`src/rtl/avg_pkg.sv`:
```
// rtl/avg_pkg.sv - shared types and register map for the moving-average sequencer
package avg_pkg;

    localparam int ADDR_W = 5;
    localparam int DATA_W = 32;

    localparam logic [ADDR_W-1:0] SUM_ADDR  = 5'd1;
    localparam logic [ADDR_W-1:0] SLOT_BASE = 5'd16;

    typedef enum logic [1:0] {
        OP_NOP  = 2'b00,
        OP_LOAD = 2'b01,
        OP_ADD  = 2'b10,
        OP_SUB  = 2'b11
    } op_e;

    typedef enum logic [2:0] {
        ST_INIT,
        ST_IDLE,
        ST_SUB,
        ST_LOAD,
        ST_ADD,
        ST_READ
    } state_e;

    function automatic logic [ADDR_W-1:0] slot_addr(input logic [ADDR_W-2:0] idx);
        return SLOT_BASE + {1'b0, idx};
    endfunction

endpackage

```
`src/rtl/avg_window_ptr.sv`:
```
// rtl/avg_window_ptr.sv - circular slot pointer, saturating sample count and window-full flag
module avg_window_ptr #(
    parameter int WINDOW_LOG2 = 3
) (
    input  logic                   clk,
    input  logic                   rst,
    input  logic                   i_advance,
    output logic [WINDOW_LOG2-1:0] o_ptr,
    output logic [WINDOW_LOG2-1:0] o_ptr_next,
    output logic                   o_window_full
);

    localparam int CNT_W = WINDOW_LOG2 + 1;
    localparam logic [CNT_W-1:0] N_CNT = CNT_W'(1 << WINDOW_LOG2);

    logic [WINDOW_LOG2-1:0] r_ptr;
    logic [CNT_W-1:0]       r_count;
    logic                   r_full;

    // Natural wrap of the WINDOW_LOG2-bit pointer gives N-1 -> 0.
    assign o_ptr_next = r_ptr + WINDOW_LOG2'(1);

    always_ff @(posedge clk or posedge rst) begin
        if (rst) begin
            r_ptr   <= '0;
            r_count <= '0;
            r_full  <= 1'b0;
        end else if (i_advance) begin
            r_ptr <= o_ptr_next;
            if (r_count != N_CNT) begin
                r_count <= r_count + CNT_W'(1);
            end
            if (r_count == N_CNT - CNT_W'(1)) begin
                r_full <= 1'b1;
            end
        end
    end

    assign o_ptr         = r_ptr;
    assign o_window_full = r_full;

endmodule

```
`src/rtl/avg_sequencer.sv`:
```
// rtl/avg_sequencer.sv - drives the register-file datapath to maintain a windowed price average
module avg_sequencer
    import avg_pkg::*;
#(
    parameter int WINDOW_LOG2 = 3
) (
    input  logic              clk,
    input  logic              rst,
    input  logic [DATA_W-1:0] stock_price,
    input  logic              data_ready,
    input  logic [DATA_W-1:0] data_out,
    output logic [ADDR_W-1:0] address_one,
    output logic [ADDR_W-1:0] address_two,
    output logic [1:0]        op_code,
    output logic [DATA_W-1:0] load_data,
    output logic [DATA_W-1:0] average,
    output logic              avg_valid,
    output logic              busy,
    output logic              window_full,
    output logic              overrun
);

    localparam logic [4:0] INIT_LAST = 5'(1 << WINDOW_LOG2);

    state_e            r_state;
    state_e            w_state_next;
    logic [4:0]        r_init_cnt;
    logic [4:0]        w_init_cnt_next;

    op_e               r_op;
    op_e               w_op_next;
    logic [ADDR_W-1:0] r_a1;
    logic [ADDR_W-1:0] r_a2;
    logic [ADDR_W-1:0] w_a1_next;
    logic [ADDR_W-1:0] w_a2_next;
    logic [DATA_W-1:0] r_load;
    logic [DATA_W-1:0] w_load_next;

    logic [DATA_W-1:0] r_price;
    logic              r_pend_valid;
    logic [DATA_W-1:0] r_pend_price;
    logic [DATA_W-1:0] r_average;
    logic              r_avg_valid;
    logic              r_overrun;

    logic [WINDOW_LOG2-1:0] w_ptr;
    logic [WINDOW_LOG2-1:0] w_ptr_next;
    logic                   w_window_full;
    logic                   w_advance;
    logic                   w_start;
    logic                   w_pend_load;
    logic                   w_drop;
    logic [ADDR_W-2:0]      w_init_idx;
    logic [ADDR_W-1:0]      w_slot;
    logic [ADDR_W-1:0]      w_start_slot;

    avg_window_ptr #(
        .WINDOW_LOG2 (WINDOW_LOG2)
    ) u_window_ptr (
        .clk           (clk),
        .rst           (rst),
        .i_advance     (w_advance),
        .o_ptr         (w_ptr),
        .o_ptr_next    (w_ptr_next),
        .o_window_full (w_window_full)
    );

    assign w_advance = (r_state == ST_READ);

    // A sequence may start from IDLE or straight out of READ (back-to-back samples).
    assign w_start = ((r_state == ST_IDLE) || (r_state == ST_READ)) && (data_ready || r_pend_valid);

    // When starting with a pending sample, a new strobe refills the buffer; otherwise it is taken directly.
    assign w_pend_load = data_ready && (w_start ? r_pend_valid : !r_pend_valid);
    assign w_drop      = data_ready && !w_start && r_pend_valid;

    assign w_init_idx   = (ADDR_W-1)'(r_init_cnt - 5'd1);
    assign w_slot       = slot_addr((ADDR_W-1)'(w_ptr));
    // Leaving READ, the pointer advances on the same edge, so SUB must address the next slot.
    assign w_start_slot = (r_state == ST_READ) ? slot_addr((ADDR_W-1)'(w_ptr_next)) : w_slot;

    always_ff @(posedge clk or posedge rst) begin
        if (rst) begin
            r_state    <= ST_INIT;
            r_init_cnt <= '0;
            r_op       <= OP_NOP;
            r_a1       <= '0;
            r_a2       <= '0;
            r_load     <= '0;
        end else begin
            r_state    <= w_state_next;
            r_init_cnt <= w_init_cnt_next;
            r_op       <= w_op_next;
            r_a1       <= w_a1_next;
            r_a2       <= w_a2_next;
            r_load     <= w_load_next;
        end
    end

    always_comb begin
        w_state_next    = r_state;
        w_init_cnt_next = r_init_cnt;
        w_op_next       = OP_NOP;
        w_a1_next       = '0;
        w_a2_next       = '0;
        w_load_next     = '0;
        case (r_state)
            ST_INIT: begin
                if (r_init_cnt <= INIT_LAST) begin
                    w_op_next       = OP_LOAD;
                    w_a1_next       = (r_init_cnt == 5'd0) ? SUM_ADDR : slot_addr(w_init_idx);
                    w_init_cnt_next = r_init_cnt + 5'd1;
                end else begin
                    w_state_next = ST_IDLE;
                end
            end
            ST_IDLE, ST_READ: begin
                if (w_start) begin
                    w_state_next = ST_SUB;
                    w_op_next    = OP_SUB;
                    w_a1_next    = SUM_ADDR;
                    w_a2_next    = w_start_slot;
                end else begin
                    w_state_next = ST_IDLE;
                end
            end
            ST_SUB: begin
                w_state_next = ST_LOAD;
                w_op_next    = OP_LOAD;
                w_a1_next    = w_slot;
                w_load_next  = r_price;
            end
            ST_LOAD: begin
                w_state_next = ST_ADD;
                w_op_next    = OP_ADD;
                w_a1_next    = SUM_ADDR;
                w_a2_next    = w_slot;
            end
            ST_ADD: begin
                w_state_next = ST_READ;
                w_a1_next    = SUM_ADDR;
            end
            default: begin
                w_state_next = ST_INIT;
            end
        endcase
    end

    always_ff @(posedge clk or posedge rst) begin
        if (rst) begin
            r_price      <= '0;
            r_pend_valid <= 1'b0;
            r_pend_price <= '0;
            r_average    <= '0;
            r_avg_valid  <= 1'b0;
            r_overrun    <= 1'b0;
        end else begin
            if (w_start) begin
                r_price <= r_pend_valid ? r_pend_price : stock_price;
            end
            if (w_pend_load) begin
                r_pend_valid <= 1'b1;
                r_pend_price <= stock_price;
            end else if (w_start) begin
                r_pend_valid <= 1'b0;
            end
            if (r_state == ST_READ) begin
                r_average <= data_out >> WINDOW_LOG2;
            end
            r_avg_valid <= (r_state == ST_READ);
            r_overrun   <= w_drop;
        end
    end

    assign address_one = r_a1;
    assign address_two = r_a2;
    assign op_code     = r_op;
    assign load_data   = r_load;
    assign average     = r_average;
    assign avg_valid   = r_avg_valid;
    assign busy        = (r_state != ST_IDLE);
    assign window_full = w_window_full;
    assign overrun     = r_overrun;

endmodule

```
`config.mk`:
```
export PLATFORM = sky130hd
export DESIGN_NAME = avg_sequencer
export DESIGN_NICKNAME = d
export VERILOG_FILES = /design/src/rtl/avg_pkg.sv /design/src/rtl/avg_window_ptr.sv /design/src/rtl/avg_sequencer.sv
export SDC_FILE = /design/constraint.sdc
export NUM_CORES = 1
export LEC_CHECK = 0
export ABC_AREA = 1
export CORE_ASPECT_RATIO = 0.75
export CORE_UTILIZATION = 30
export DETAILED_ROUTE_END_ITERATION = 8
export PLACE_DENSITY = 0.52
export SLEW_MARGIN = 5
export SYNTH_ARGS = -nofsm -noshare
export SYNTH_HDL_FRONTEND = slang
export SYNTH_SLANG_ARGS = --single-unit
```
`constraint.sdc`:
```
create_clock -name clk -period 16.3 [get_ports clk]
set_input_delay 3.26 -clock clk [delete_from_list [all_inputs] [get_ports clk]]
set_output_delay 3.26 -clock clk [all_outputs]
set_load 0.02 [all_outputs]
```
==> results.cfg, run 1 <==
[yosys]
ys_seq_area_share_pct = 60.4
ys_warn_count = 0
synth-seq-cells = 155
yosys.cell_types.count = 24
synthesis.area_sq_mm = 0.00643
avgSynthCellArea_sq_um = 8.56
synthCells = 751

[grt]
grt_max_degree = 90
grt_pass1_vias = 4741
met3_usage_pct = 3.81
grt_overflow = 0
antenna_found_initial = 0
met1_usage_pct = 22.1
grt_pass1_wl_um = 25400
use_met2_pct = 21.5
grt_usage_pct = 15.1
grt-busiest-layer = met1

[die]
ios = 147
rows = 45
fp.dieW_um = 171
dieHeight_um = 129
fp.dieArea_sq_mm = 0.0220
initial_utilization_pct = 31.2
coreArea_sq_mm = 0.0206

[clock_network]
cts_tree = yes
cts_buffers = 17
cts_setup_buffers = 0
htree_num_levels = 4
clockBufferDepth = 2
cts_resized = 0
clkTransAtPathRegs_ps = 60
cts_hold_buf = 0
clk_latency_ps = 420
cts_root_buf = clkbuf_16
clock_sinks = 155

[setup_path]
path_buf_inv = 4
end_kind = flop
path_class = input port to flop
arrival_ps = 5430
r2r-start = r_pend_valid
r2r_cells = 6
r2r_slack_ps = 13790
r2r-end = r_pend_price[21]
cp_top_family = buffers and inverters
cp_max_fo = 67
required_ps = 16550
startpoint_type = input port
cp_slowest_cell = inv_2
cp_cell_sequence = clkdlybuf4s50_1 > buf_4 > inv_1 > nand2_1 > nand2_2 > inv_2 > o21ai_0
critPathMaxStageDelay_ps = 760

[sta]
fin_skew_ps = 8.80
worst_slack_ps = 11120
setup_viol = 0
rsz0062_at_grt = false
relSlewSlack_pct = 31.8
max_freq_mhz = 193
period_needed_ps = 5180
min_period_over_period_pct = 31.8
hold_viol_final = 0
slew_violations = 0
worst_slew_pin_slew_ps = 1020
setup-tns-final_ps = 0

[flow_run]
max_cap_viol_count = 0

[layout]
n_antenna_cell = 0
syn_to_final_growth_pct = 35.4
drive_gt1_share_pct = 5.51
fin_area_sq_mm = 0.00870
finish.utilization_pct = 42.2
layout.nets = 948
layout.cells.non_filler = 1171

[drt]
vias = 5015
first_pass_iters = 4
drt-total-wl_um = 15500
wl_per_cell_um = 13.3
ant_nets = 0
drc = 0
avgViaCountPerCell = 4.28
drt_iter0_drc = 280

[min_path]
min-delay-start = r_init_cnt[4]
hold_path.class = flop to flop
hold_path_depth = 0
hold_end = r_init_cnt[4]

[placed_design]
routabilityCongestion = 0.761
placed_cells = 1139
portBuffers = 139
place_hpwl_um = 9570
place_ws_ps = 10640
placed_cell_area_sq_mm = 0.00801

[power]
p_per_area_mw_per_mm2 = 202
irDropWorstVdd_mv = 0.0591
p_leak_uw = 0.00435

[status]
status = finished clean
worst max path at each step:
stage	slack, ps	end	start	cells after the start
4_1_cts	11090	r_price[14]	data_ready	7
3_5_place_dp	10640	r_price[14]	data_ready	7
2_1_floorplan	8860	address_one[0]	rst	1
3_3_place_gp	10660	r_price[7]	data_ready	7
6_report	11120	r_price[14]	data_ready	7
5_1_grt	10850	r_price[7]	data_ready	7
Yosys cell counts:
library cell / n / area [sq um]
xnor2_1: 2 / 17.5
nand3_2: 2 / 20.0
nor2_2: 1 / 6.26
nor2_1: 45 / 169
o21bai_1: 1 / 7.51
clkbuf_1: 10 / 37.5
o21ai_1: 11 / 55.1
inv_2: 4 / 15.0
conb_1: 1 / 3.75
clkinv_2: 1 / 5.00
o21ai_0: 24 / 120
buf_6: 4 / 45.0
nand4_1: 37 / 231
nand2_2: 1 / 6.26
and2_1: 2 / 12.5
dfrtp_1: 155 / 3880
buf_1: 4 / 15.0
buf_4: 4 / 30.0
inv_1: 55 / 206
nand2_1: 346 / 1300
ha_1: 5 / 62.6
nand3_1: 15 / 75.1
buf_2: 20 / 100
o21a_1: 1 / 7.51
area by class of cell:
class / instances / area (sq um)
clock buffers: 19 / 453
clock inverters: 13 / 236
repair buffers: 145 / 1440
well taps: 282 / 353
flip-flops and latches: 155 / 3880
inverters: 60 / 231
multi-input cells: 497 / 2110
fillers: 2102 / 11900
flip-flops by register name (all words and copies together) (netlist names), 2 cells and up:
signal,flops
r_pend_price,32
address_one,5
op_code,2
u_window_ptr.o_ptr,3
load_data,32
r_state,3
r_price,32
u_window_ptr.r_count,4
average,29
r_init_cnt,5
address_two,4
kinds of logic after synthesis:
kind of cell	Yosys count	synth area share, %
buf+inv	102	7.07
compound gates	37	2.96
xor+xnor	2	0.273
other cells	1	0.0584
fa+ha+maj	5	0.974
simple gates	449	28.3
flops	155	60.4
stage by stage:
step,power (uW),hold slack [ps]
2_1_floorplan,1070,442
3_3_place_gp,1310,398
3_5_place_dp,1310,390
4_1_cts,1790,404
5_1_grt,1900,435
6_report,1760,398
worst reg2reg max path: cells and delay by family, from the launching register on:
family,cells,cell delay (ps)
buffers and inverters,2,790
DFF,1,360
and+or+nand+nor,4,1240
routing by layer:
| metal | vias up | wire length (um) |
|---|---|---|
| met4 | 0 | 161 |
| met1 | 2340 | 7970 |
| li1 | 2552 | - |
| met5 | - | 0 |
| met2 | 110 | 6590 |
| met3 | 13 | 809 |
cells in the final DEF (no fill, tap or decap), types with 11 or more instances in the layout:
| cell | count |
|---|---|
| o21ai_0 | 24 |
| nor2_1 | 45 |
| nand4_1 | 37 |
| o21ai_1 | 11 |
| inv_1 | 54 |
| dfrtp_1 | 155 |
| clkbuf_16 | 17 |
| clkdlybuf4s50_1 | 139 |
| nand3_1 | 14 |
| nand2_1 | 346 |
where the power goes:
part	leakage (uW)	total [uW]	switching [uW]	internal, uW
Combinational	0.00205	678	418	260
Clock	0.000334	462	165	297
Sequential	0.00197	621	78.7	543
Power figures use the tool's default switching activity.
==> run 2, diff against run 1 <==
clock period = 4.8 ns   (was 16.3 ns; I/O delays follow)
==> results.cfg, run 2 (same netlist as run 1, synthesis figures left out) <==
[die]
fp.dieW_um = 171
initial_utilization_pct = 31.2
fp.dieArea_sq_mm = 0.0220
rows = 45
ios = 147
coreArea_sq_mm = 0.0206
dieHeight_um = 129

[clock_network]
cts_tree = yes
clock_sinks = 155
clkTransAtPathRegs_ps = 60
clk_latency_ps = 420
cts_hold_buf = 0
cts_resized = 0
cts_setup_buffers = 0
cts_buffers = 17
htree_num_levels = 4
clockBufferDepth = 2
cts_root_buf = clkbuf_16

[power]
switching_share_pct = 38.5
seq_power_share_pct = 36.6
p_comb_share_pct = 40.3
p_switching_uw = 2220
p_per_area_mw_per_mm2 = 670
irDropWorstVdd_mv = 0.282
clkPwrFrac_pct = 23.1
p_leak_uw = 0.00430
intPower_uw = 3540

[sta]
min_period_over_period_pct = 56.2
period_needed_ps = 2700
fin_skew_ps = 9.52
rsz0062_at_grt = false
setup_viol = 0
hold_viol_final = 0
setup-tns-final_ps = 0
slew_violations = 0
max_freq_mhz = 371
relSlewSlack_pct = 30.1
worst_slew_pin_slew_ps = 1050

[placed_design]
routabilityCongestion = 0.766
portBuffers = 139
placed_cell_area_sq_mm = 0.00802
place_hpwl_um = 9440

[setup_path]
r2r-start = r_pend_valid
r2r-end = r_pend_price[27]
startpoint_type = flop
cp_slowest_cell = clkdlybuf4s50_1
critPathMaxStageDelay_ps = 640
end_kind = output pin
cp_max_fo = 6
r2r_slack_ps = 2170
required_ps = 3840
r2r_cells = 6
path_class = flop to output pin
arrival_ps = 1740
cp_top_family = buffers and inverters
path_buf_inv = 2
cp_cell_sequence = inv_2 > nor2_2 > nand2_1 > clkdlybuf4s50_1

[layout]
drive_gt1_share_pct = 5.08
seq_area_sq_mm = 0.00388
layout.nets = 948
fin_area_sq_mm = 0.00859
multi_input_area_sq_mm = 0.00211
layout_common_cells = nand2_1 (346), dfrtp_1 (155), clkdlybuf4s50_1 (138), inv_1 (54), nor2_1 (45)
syn_to_final_growth_pct = 33.7
fill_cells = 2073
final_common_cell = nand2_1
n_antenna_cell = 0

[min_path]
hold_end = r_init_cnt[4]
hold_path_depth = 0
min-delay-start = r_init_cnt[4]
hold_path.class = flop to flop

[flow_run]
max_cap_viol_count = 0

[drt]
first_pass_iters = 6
avgViaCountPerCell = 4.21
wl_per_cell_um = 13.6
vias = 4915
drt-total-wl_um = 15900
drt_iter0_drc = 317
drc = 0
ant_nets = 0

[grt]
grt_pass1_wl_um = 25500
grt_usage_pct = 15.3
antenna_found_initial = 0
grt_max_degree = 156
grt_overflow = 0
grt_pass1_vias = 4673

[status]
status = finished clean
[run 2: worst max-delay path by stage]
stage / startpoint / end / depth (start not counted)
5_1_grt: r_pend_valid / r_pend_price[2] / 6
4_1_cts: r_state[0] / busy / 4
2_1_floorplan: rst / address_one[0] / 1
3_3_place_gp: data_ready / r_price[7] / 7
3_5_place_dp: data_ready / r_price[7] / 7
6_report: r_state[0] / busy / 4
[run 2: area by class of cell]
class	count	area share, %
Tap cell	282	4.11
Clock inverter	6	1.03
Timing Repair Buffer	145	16.8
Multi-Input combinational cell	497	24.6
Inverter	60	2.68
Sequential cell	155	45.1
Clock buffer	23	5.68
[run 2: power groups by stage]
stage	Clock (uW)	Combinational [uW]	Sequential, uW
2_1_floorplan	0	1270	2350
3_3_place_gp	0	2340	2120
3_5_place_dp	0	2360	2120
4_1_cts	1380	2370	2110
5_1_grt	1430	2630	2170
6_report	1330	2320	2110
[run 2: per-stage QoR]
step / hold WS [ps] / util, % / power, uW / setup slack [ps] / std cells
finish: 408 / 41.7 / 5760 / 2100 / 1168
global route: 422 / 41.7 / 6230 / 1890 / 1168
CTS: 407 / 41.7 / 5850 / 2080 / 1168
detailed placement: 391 / 38.9 / 4480 / 1820 / 1139
global placement: 394 / 38.9 / 4460 / 1860 / 1139
floorplan: 442 / - / 3620 / 1880 / 754
[run 2: routing by layer]
metal,GRT usage [%],vias up,wire length [um]
met5,0,-,0
met4,5.41,0,206
met3,3.75,13,640
met2,21.7,85,6680
met1,22.4,2267,8340
li1,-,2550,-
[run 2: worst register-to-register path, delay by kind of cell, from the launching register on]
family	cells	cell delay [ps]
DFF	1	360
and+or+nand+nor	4	1290
buffers and inverters	2	860
